### src/rtl/gcd_scheduler.sv
// Round-robin arbiter sharing one GCD engine between two requesters.
// Latches operands on grant, starts the engine, and acks the owner with the result or a timeout.
module gcd_scheduler #(
    parameter int unsigned WIDTH      = 8,
    parameter int unsigned MAX_CYCLES = 255
) (
    input  logic             clk,
    input  logic             rst,
    input  logic             req0,
    input  logic             req1,
    input  logic [WIDTH-1:0] x0,
    input  logic [WIDTH-1:0] y0,
    input  logic [WIDTH-1:0] x1,
    input  logic [WIDTH-1:0] y1,
    output logic             ack0,
    output logic             ack1,
    output logic [WIDTH-1:0] result,
    output logic             err,
    output logic             busy,
    output logic             owner,
    output logic             eng_start,
    output logic [WIDTH-1:0] eng_x,
    output logic [WIDTH-1:0] eng_y,
    input  logic             eng_done,
    input  logic [WIDTH-1:0] eng_result
);

    localparam int unsigned CW = $clog2(MAX_CYCLES) + 1;
    localparam logic [CW-1:0] LastCount = CW'(MAX_CYCLES - 1);

    typedef enum logic [1:0] {
        StIdle,
        StStart,
        StWait,
        StAck
    } state_t;

    state_t           state_q, state_d;
    logic             owner_q, owner_d;
    logic             prio_q, prio_d;
    logic             err_q, err_d;
    logic [WIDTH-1:0] result_q, result_d;
    logic [WIDTH-1:0] eng_x_q, eng_x_d;
    logic [WIDTH-1:0] eng_y_q, eng_y_d;
    logic [CW-1:0]    count_q, count_d;

    logic             grant;
    logic [WIDTH-1:0] grant_x;
    logic [WIDTH-1:0] grant_y;

    // Requester 1 wins when it is alone or when both ask and prio points at it.
    assign grant   = req1 && (!req0 || prio_q);
    assign grant_x = grant ? x1 : x0;
    assign grant_y = grant ? y1 : y0;

    always_ff @(posedge clk or posedge rst) begin
        if (rst) begin
            state_q  <= StIdle;
            owner_q  <= 1'b0;
            prio_q   <= 1'b0;
            err_q    <= 1'b0;
            result_q <= '0;
            eng_x_q  <= '0;
            eng_y_q  <= '0;
            count_q  <= '0;
        end else begin
            state_q  <= state_d;
            owner_q  <= owner_d;
            prio_q   <= prio_d;
            err_q    <= err_d;
            result_q <= result_d;
            eng_x_q  <= eng_x_d;
            eng_y_q  <= eng_y_d;
            count_q  <= count_d;
        end
    end

    always_comb begin
        state_d  = state_q;
        owner_d  = owner_q;
        prio_d   = prio_q;
        err_d    = err_q;
        result_d = result_q;
        eng_x_d  = eng_x_q;
        eng_y_d  = eng_y_q;
        count_d  = count_q;
        unique case (state_q)
            StIdle: begin
                if (req0 || req1) begin
                    owner_d = grant;
                    eng_x_d = grant_x;
                    eng_y_d = grant_y;
                    if (grant_x == '0 || grant_y == '0) begin
                        // gcd(a, 0) == a, so no engine run is needed
                        result_d = grant_x | grant_y;
                        err_d    = 1'b0;
                        state_d  = StAck;
                    end else begin
                        state_d = StStart;
                    end
                end
            end
            StStart: begin
                count_d = '0;
                state_d = StWait;
            end
            StWait: begin
                if (eng_done) begin
                    result_d = eng_result;
                    err_d    = 1'b0;
                    state_d  = StAck;
                end else if (count_q == LastCount) begin
                    result_d = '0;
                    err_d    = 1'b1;
                    state_d  = StAck;
                end else begin
                    count_d = count_q + CW'(1);
                end
            end
            StAck: begin
                prio_d  = !owner_q;
                state_d = StIdle;
            end
            default: state_d = StIdle;
        endcase
    end

    assign eng_start = (state_q == StStart);
    assign ack0      = (state_q == StAck) && !owner_q;
    assign ack1      = (state_q == StAck) && owner_q;
    assign busy      = (state_q != StIdle);
    assign owner     = owner_q;
    assign result    = result_q;
    assign err       = err_q;
    assign eng_x     = eng_x_q;
    assign eng_y     = eng_y_q;

endmodule

### config.mk
export PLATFORM = sky130hd
export DESIGN_NAME = gcd_scheduler
export DESIGN_NICKNAME = d
export VERILOG_FILES = /design/src/rtl/gcd_scheduler.sv
export SDC_FILE = /design/constraint.sdc
export NUM_CORES = 1
export LEC_CHECK = 0
export ABC_AREA = 1
export CORE_MARGIN = 3
export CORE_UTILIZATION = 43
export DETAILED_ROUTE_END_ITERATION = 10
export PLACE_DENSITY = 0.77
export SLEW_MARGIN = 20
export SYNTH_ARGS = -nofsm -noshare
export SYNTH_HDL_FRONTEND = slang
export SYNTH_SLANG_ARGS = --single-unit
### constraint.sdc
create_clock -name clk -period 1.5 [get_ports clk]
set_input_delay 0.15 -clock clk [delete_from_list [all_inputs] [get_ports clk]]
set_output_delay 0.15 -clock clk [all_outputs]
set_load 0.01 [all_outputs]
# Yosys cells after proc, flatten, opt, wreduce, memory -nomap -nowiden
# Cells that the tools add are included.
[classes]
addsub = 1
eq_ne = 9
muxes = 20
n_bitwise = 1
n_reduce_logical = 18
[op_table]
columns = ["cell", "count"]
rows = [
  ["$mux 8", 6],
  ["$mux 9", 2],
  ["$pmux 9 s2", 1],
  ["$logic_not 8->1", 2],
  ["$pmux 8 s2", 1],
  ["$add 9x1->9 const B", 1],
  ["$eq 9x8->1 const B", 1],
  ["$mux 2", 4],
  ["$ne 2x2->1 const B", 4],
  ["$or 8x8->8", 1],
  ["$pmux 2 s4", 1],
  ["$reduce_bool 2->1", 3],
  ["$eq 2x2->1 const B", 2],
  ["$mux 1", 4],
  ["$reduce_and 2->1", 2],
  ["$reduce_and 4->1", 1],
  ["$logic_and 1x1->1", 3],
  ["$logic_or 1x1->1", 3],
  ["$ne 3x3->1 const B", 1],
  ["$reduce_and 3->1", 1],
  ["$eq 2x1->1 const B", 1],
  ["$logic_not 1->1", 2],
  ["$logic_not 2->1", 1],
  ["$pmux 1 s2", 1],
]
[totals]
reg_bits = 38
in_bits = 45
output_inout_bits = 30
elab_cells = 57

# Logic depth before layout (Yosys ltp)
# Gate-level depths: netlist of run 1.
[logic_depth]
word_depth = 9
depth_mapped = 13
ltp_nobuf = 12

# Worst setup path before layout of run 1
# Ideal clock, no wire load.
[synth_path]
kind = "reg2reg"
start = "register state_q[0]"
end = "register err_q, in the netlist err"
setup_ns = 0.117
arrival_ns = 1.456
setup_slack_ns = -0.073
path_stages_with_launch = 11
n_path_buf = 0
synth_period_minus_slack_ns = 1.573
cell_sequence = "dfrtp_1 > inv_1 > ha_1 > inv_2 > nor2_1 > nand2_1 > nand2_2 > a21oi_4 > nand2_4 > nand2_1 > nand2_1"
[synth_via]
elab_chain_len = 3
word_cells_on_any_way = 8
cone_classes = "eq/ne: 4; mux: 1; reduce/logical: 3"
[synth_lines]
columns = ["element", "line", "source"]
rows = [
  ["start: declaration", "38", "state_t state_q, state_d;"],
  ["start signal: assignment", "58", "state_q <= StIdle;"],
  ["start signal: assignment", "67", "state_q <= state_d;"],
  ["$eq 2x2->1 / $logic_not 2->1 (equally long branches)", "87", "unique case (state_q)"],
  ["$ne 3x3->1 (no source line) (tied with other cells)", "n/a", ""],
  ["$reduce_and 4->1 (no source line)", "n/a", ""],
  ["end signal: assignment", "70", "err_q <= err_d;"],
  ["end: declaration", "41", "logic err_q, err_d;"],
]
# Parallel ways exist; a longest one is shown, timed or not.
# A chain may end at the register's enable or synchronous reset.

# Worst setup path after layout of run 1
[layout_path]
start = "register count_q[4]"
end = "register result_q[5], in the netlist result[5]"
[layout_via]
elab_chain_len = 3
[layout_lines]
columns = ["element", "line", "source"]
rows = [
  ["start: declaration", "45", "logic [CW-1:0] count_q, count_d;"],
  ["start signal: assignment", "74", "count_q <= count_d;"],
  ["$eq 9x8->1", "112", "end else if (count_q == LastCount) begin"],
  ["$ne 3x3->1 (no source line)", "n/a", ""],
  ["$reduce_and 4->1 (no source line)", "n/a", ""],
  ["end signal: assignment", "71", "result_q <= result_d;"],
  ["end: declaration", "42", "logic [WIDTH-1:0] result_q, result_d;"],
]
# Every way passes these cells.

==> impl_metrics.yaml, run 1 <==
power_and_ir_drop:
  p_leak_uw: 0.00212
  p_per_area_mw_per_mm2: 1850
  ir_drop_mv: 1.09
cells_and_area:
  final-seq-area_um2: 951
  final_cells: 537
  diodes: 0
  drive_above_1_share: 0.359
  multi_input_area_mm2: 0.00148
  syn2layout_area_growth_pct: 68.8
  fill_cells: 352
  nets: 516
drt:
  drc: 0
  route.detailed.wl_per_inst_um: 17.5
  num_vias: 2893
  drtAntennaViolNets: 0
  finalWirelength_mm: 9.42
  drt_iter0_markers: 204
  drt_pass1_iterations: 5
  viasPerCell: 5.39
synthesis:
  synth_top_area_frac: 0.383
  syn_area_mm2: 0.00248
  synth-compound-area-share: 0.0786
  yosysWarningCount: 0
  synth_fa_ha_area_frac: 0.0353
  synth_mux_area_frac: 0
  synth-seq-cells: 38
  yosysMostFrequentCell: "nand2_1"
  synth_top_cell_by_area: "dfrtp_1"
  synthFlopType: "dfrtp_1"
  ys_top_cells_by_area: "dfrtp_1 (38%), nand2_1 (15%), nand2_4 (6.8%), inv_1 (5.4%), nand2_2 (5.0%)"
  synth_sequential_area_ratio: 0.383
  synth_cells: 323
  synth_nets: 375
  synthTopCellsByCount: "nand2_1 (97), dfrtp_1 (38), inv_1 (36)"
  syn_area_per_cell_um2: 7.69
  synth_top_family_by_area: "simple AND/OR/NAND/NOR gates"
  synth_async_sr_flop_share: 1.00
  yosys.area_share.simple: 0.399
  synth-edff-count: 0
  synth_cell_type_count: 28
  synthXorXnorAreaFrac: 0.0141
run:
  maxCapViolCount: 0
die:
  dieWidth_um: 82.0
  rows: 27
  io_pins: 75
  dieHeight_um: 82.0
  design.die.area_mm2: 0.00672
  initial_core_util: 0.448
  core_area_mm2: 0.00554
sta:
  rsz0062_at_grt: "yes"
  fin_skew_ns: 0.00985
  worstMarginPinSlew_ns: 0.405
  final_hold_viol_count: 0
  min_period_over_period: 1.14
  setup_viol: 36
  fmax_ghz: 0.587
  worst_slack_ns: -0.205
  relSlewSlack: 0.730
  drv_slew: 0
  period_minus_slack_ns: 1.70
clocking:
  numCtsBuffers: 5
  tritoncts: "yes"
  clock_sinks: 38
  clk_latency_ns: 0.31
  clockBufferDepth: 2
  cts_root_buffer: "clkbuf_8"
  htreeDepth: 2
  clk_pin_slew_ns: 0.09
  ctsHoldBuffers: 0
setup_path:
  worstRegToRegCells: 10
  r2r_start: "count_q[4]$_DFFE_PP0P_"
  cpPeakStageDelay_ns: 0.45
  cp.required_ns: 1.70
  cp_common_cell: "nand2_1"
  crit_slowest_cell: "dfrtp_1"
  crit_chain: "nand2_2 -> nor2_2 -> nand4_1 -> nand2_1 -> nand2_2 -> a21oi_4 -> buf_12 -> nand2_4 -> nand2_1 -> nand2_1"
  end_kind: "flip-flop"
  critPathMaxFanout: 5
  crit_type: "reg -> reg"
  critPathLaunchType: "flip-flop"
  worst-r2r-setup-slack_ns: -0.20
  arrival_ns: 1.90
  r2r-end: "result[5]$_DFFE_PP0P_"
hold_path:
  hp-class: "in -> async"
outcome:
  violations: "setup timing"
  outcome: "finished with violations"
grt:
  grt_max_degree: 39
  grt_overflow: 0
  antenna_found_initial: 0
  grt_pass1_wl_mm: 12.0
  grt_use_total: 0.237
  grt_pass1_vias: 2668
placement:
  port_buffers: 74
  gp_congestion: 0.839
  dpl.cell_count: 510
  pre_cts_ws_ns: -0.460
  hpwlAfterDp_mm: 5.52
registers in the layout, indices dropped and copies added, names as in the netlist:
register,count
err,1
owner,1
state_q,2
eng_x,8
count_q,9
result,8
prio_q,1
eng_y,8
cell usage in the layout, fill, tap and decap left out, drive strengths merged:
master	instances
nor3	1
dlygate4sd2	1
nand3b	13
buf	66
bufinv	2
nand2	134
inv	40
or2	2
nand3	26
clkbuf	10
dfrtp	38
a21oi	7
nor2	12
ha	7
nand4	2
clkdlybuf4s50	69
xor2	4
o21ai	29
clkinv	2
timing repair:
action                                 CTS  global route
endpoints found under the hold margin    0             0
setup endpoints to repair               31            40
resized for setup                       23            52
cloned                                   3             4
pin swaps                                2            11
buffers inserted                         5             7
through the flow:
stage | instance area (um^2) | power (uW) | hold WS [ns] | setup TNS (ns) | utilization
after floorplan | 2490 | 3570 | 0.342 | -0.131 | -
after global placement | 3680 | 5330 | 0.460 | -3.84 | 0.665
after detailed placement | 3680 | 5460 | 0.460 | -4.92 | 0.665
after CTS | 3920 | 6760 | 0.221 | -1.22 | 0.708
after global routing | 4190 | 8150 | 0.223 | -6.34 | 0.756
final | 4190 | 7740 | 0.201 | -3.70 | 0.756
worst max-delay path by stage:
stage / to / cells after the start / slack, ns / start
after floorplan: err$_DFFE_PP0P_ / 10 / -0.01 / state_q[0]$_DFFE_PP0P_
after global routing: result[6]$_DFFE_PP0P_ / 10 / -0.29 / count_q[4]$_DFFE_PP0P_
after detailed placement: result[7]$_DFFE_PP0P_ / 13 / -0.46 / req0
after global placement: err$_DFFE_PP0P_ / 13 / -0.38 / req0
final: result[5]$_DFFE_PP0P_ / 10 / -0.20 / count_q[4]$_DFFE_PP0P_
after CTS: result[1]$_DFFE_PP0P_ / 13 / -0.09 / prio_q$_DFFE_PP0N_
critical path: cells and delay by family (launching register included):
family                 cells  cell delay [ns]
and+or+nand+nor            8             0.80
DFF                        1             0.45
AOI/OAI and AO/OA          1             0.19
buffers and inverters      1             0.15
cell families (layout without fill, tap and decap cells):
logic type,count (synthesis),after routing
XOR/XNOR,4,4
AND/OR/NAND/NOR,187,190
buffers and inverters,51,190
AO/OA/AOI/OAI,36,36
flip-flops,38,38
adder cells (fa/ha/maj),7,7
per-layer routing:
layer | routed length (um) | global-route usage
met2 | 4700 | 0.429
met4 | 518 | 0.0847
met1 | 3570 | 0.274
met5 | 0 | 0
met3 | 632 | 0.0471
cell type report:
class	count	share of cell area
well taps	72	0.0215
flip-flops and latches	38	0.227
repair buffers	141	0.327
inverters	41	0.0379
clock inverters	3	0.0164
clock buffers	5	0.0164
multi-input cells	237	0.353
report_power, final:
group          switching, uW  total (uW)  internal, uW
logic                   2500        4960          2460
clock network            405        1070           667
registers                269        1710          1440
Power figures use the tool's default switching activity.
==> run 2, diff against run 1 <==
--- a/config.mk
+++ b/config.mk
@@ -5,11 +5,10 @@
 export SDC_FILE = /design/constraint.sdc
 export NUM_CORES = 1
 export LEC_CHECK = 0
-export ABC_AREA = 1
 export CORE_MARGIN = 3
-export CORE_UTILIZATION = 43
+export CORE_UTILIZATION = 46
 export DETAILED_ROUTE_END_ITERATION = 10
-export PLACE_DENSITY = 0.77
+export PLACE_DENSITY = 0.81
 export SLEW_MARGIN = 20
 export SYNTH_ARGS = -nofsm -noshare
 export SYNTH_HDL_FRONTEND = slang
==> constraint.sdc (replaced) <==
create_clock -name clk -period 1.88 [get_ports clk]
set_input_delay 0.188 -clock clk [delete_from_list [all_inputs] [get_ports clk]]
set_output_delay 0.188 -clock clk [all_outputs]
set_load 0.01 [all_outputs]
==> impl_metrics.yaml, run 2 <==
grt:
  grt_pass1_vias: 2340
  antenna_found_initial: 0
  grt_overflow: 0
  grt_use_total: 0.289
  grt_max_degree: 39
  grt_pass1_wl_mm: 12.0
synthesis:
  yosysMostFrequentCell: "dfrtp_1"
  synth_top_area_frac: 0.432
  ys_top_cells_by_area: "dfrtp_1 (43%), mux2i_1 (7.3%), o21ai_0 (5.2%), nand2_1 (4.9%), or3_1 (4.6%)"
  syn_area_per_cell_um2: 9.61
  syn_area_mm2: 0.00220
  yosysWarningCount: 0
  synth_nets: 281
  synthTopCellsByCount: "dfrtp_1 (38), nand2_1 (29), o21ai_0 (23)"
  synth_sequential_area_ratio: 0.432
  synth_top_cell_by_area: "dfrtp_1"
  synth-edff-count: 0
  synth-seq-cells: 38
  synth_async_sr_flop_share: 1.00
  synth_cell_type_count: 40
  synthFlopType: "dfrtp_1"
  synth_cells: 229
clocking:
  numCtsBuffers: 5
  clock_sinks: 38
  clk_latency_ns: 0.30
  cts_root_buffer: "clkbuf_8"
  htreeDepth: 2
  clockBufferDepth: 2
  ctsHoldBuffers: 0
  tritoncts: "yes"
  clk_pin_slew_ns: 0.08
drt:
  finalWirelength_mm: 7.72
  viasPerCell: 5.94
  route.detailed.wl_per_inst_um: 19.1
  drt_pass1_iterations: 5
  drc: 0
  drtAntennaViolNets: 0
  drt_iter0_markers: 172
  num_vias: 2406
placement:
  pre_cts_ws_ns: -0.293
  hpwlAfterDp_mm: 5.82
  port_buffers: 74
  gp_congestion: 0.963
  post_dp_cell_area_mm2: 0.00334
die:
  core_area_mm2: 0.00447
  design.die.area_mm2: 0.00565
  dieHeight_um: 75.2
  rows: 24
  initial_core_util: 0.492
  dieWidth_um: 75.2
  io_pins: 75
setup_path:
  r2r_start: "count_q[1]$_DFFE_PP0P_"
  critPathLaunchType: "flip-flop"
  cp-startpoint: "count_q[1]$_DFFE_PP0P_"
  arrival_ns: 2.04
  crit_type: "reg -> reg"
  end_kind: "flip-flop"
  critPathMaxFanout: 5
  cp.required_ns: 2.11
power_and_ir_drop:
  p_leak_uw: 0.00158
  p_per_area_mw_per_mm2: 1360
  ir_drop_mv: 0.996
sta:
  worst_slack_ns: 0.0714
  worstMarginPinSlew_ns: 0.478
  fin_skew_ns: 0.00896
  period_minus_slack_ns: 1.81
  fin_setup_tns_ns: 0
  rsz0062_at_grt: "no"
  drv_slew: 0
  relSlewSlack: 0.681
  min_period_over_period: 0.962
  final_hold_viol_count: 0
  fmax_ghz: 0.553
  setup_viol: 0
cells_and_area:
  final_core_util: 0.793
  diodes: 0
  mostFrequentLayoutCells: "clkdlybuf4s50_1 (70), buf_4 (50), dfrtp_1 (38)"
  nets: 404
  fill_cells: 290
  syn2layout_area_growth_pct: 61.4
  top_register: "count_q"
  largest_reg_flops: 9
  final_area_mm2: 0.00355
  drive_above_1_share: 0.232
  final_common_cell: "clkdlybuf4s50_1"
hold_path:
  hp-class: "in -> async"
outcome:
  outcome: "complete, no violations"
run:
  maxCapViolCount: 0
## run 2: path summary, 6_finish.rpt
check | endpoint | slack [ns] | depth (start not counted)
worst max register to register | count_q[5]$_DFFE_PP0P_ | 0.07 | 6
worst max-delay path | count_q[5]$_DFFE_PP0P_ | 0.07 | 6
max in group asynchronous | result[2]$_DFFE_PP0P_ | 1.25 | 3
worst min register to register | eng_y[4]$_DFFE_PP0P_ | 0.48 | 2
worst min-delay path | count_q[3]$_DFFE_PP0P_ | 0.30 | 3
min in group clk | owner$_DFFE_PP0P_ | 0.30 | 2
## run 2: cells by family after synthesis
logic type | count (synthesis) | share of synthesized area
flops | 38 | 0.432
buf+inv | 17 | 0.0319
simple gates | 94 | 0.233
fa+ha+maj | 7 | 0.0398
mux | 24 | 0.114
compound gates | 49 | 0.149
## run 2: report_power, final
part           internal, uW  total, uW  switching [uW]
clock network           370        666             296
registers              1170       1380             210
logic                  1500       2770            1270
## run 2: repair_timing
action | 4_1_cts | 5_1_grt
endpoints found under the setup margin | 9 | 16
setup buffers | 0 | 3
gates resized for setup | 5 | 15
pin swaps | 1 | 3
## run 2: final cells by class
type                       count  area (um^2)  share of cell area
multi-input combinational    174         1250               0.352
timing repair buffer         125         1140               0.322
sequential                    38          951               0.268
clock buffer                   8          110              0.0310
tap                           52         65.1              0.0183
inverter                       8         30.0             0.00846
## run 2: stage by stage
stage / hold WS, ns / total power (uW) / std cells
after global routing: 0.321 / 5140 / 405
final: 0.297 / 4810 / 405
after CTS: 0.312 / 4720 / 402
after global placement: 0.462 / 3900 / 394
after floorplan: 0.285 / 2640 / 229
after detailed placement: 0.473 / 3990 / 394
## run 2: worst max-delay path, stage by stage (launching register included)
cell and delay, ns:
dfrtp_1 0.40, ha_2 0.18, and4b_2 0.25, a21oi_4 0.16, nand4_1 0.20, or4_1 0.45, nand3_1 0.09
## run 2: layer usage
metal,vias up,wire length (um),GRT usage
li1,1100,-,-
met1,1156,3160,0.361
met2,120,3770,0.485
met3,30,460,0.0547
met4,0,330,0.134
met5,-,0,0
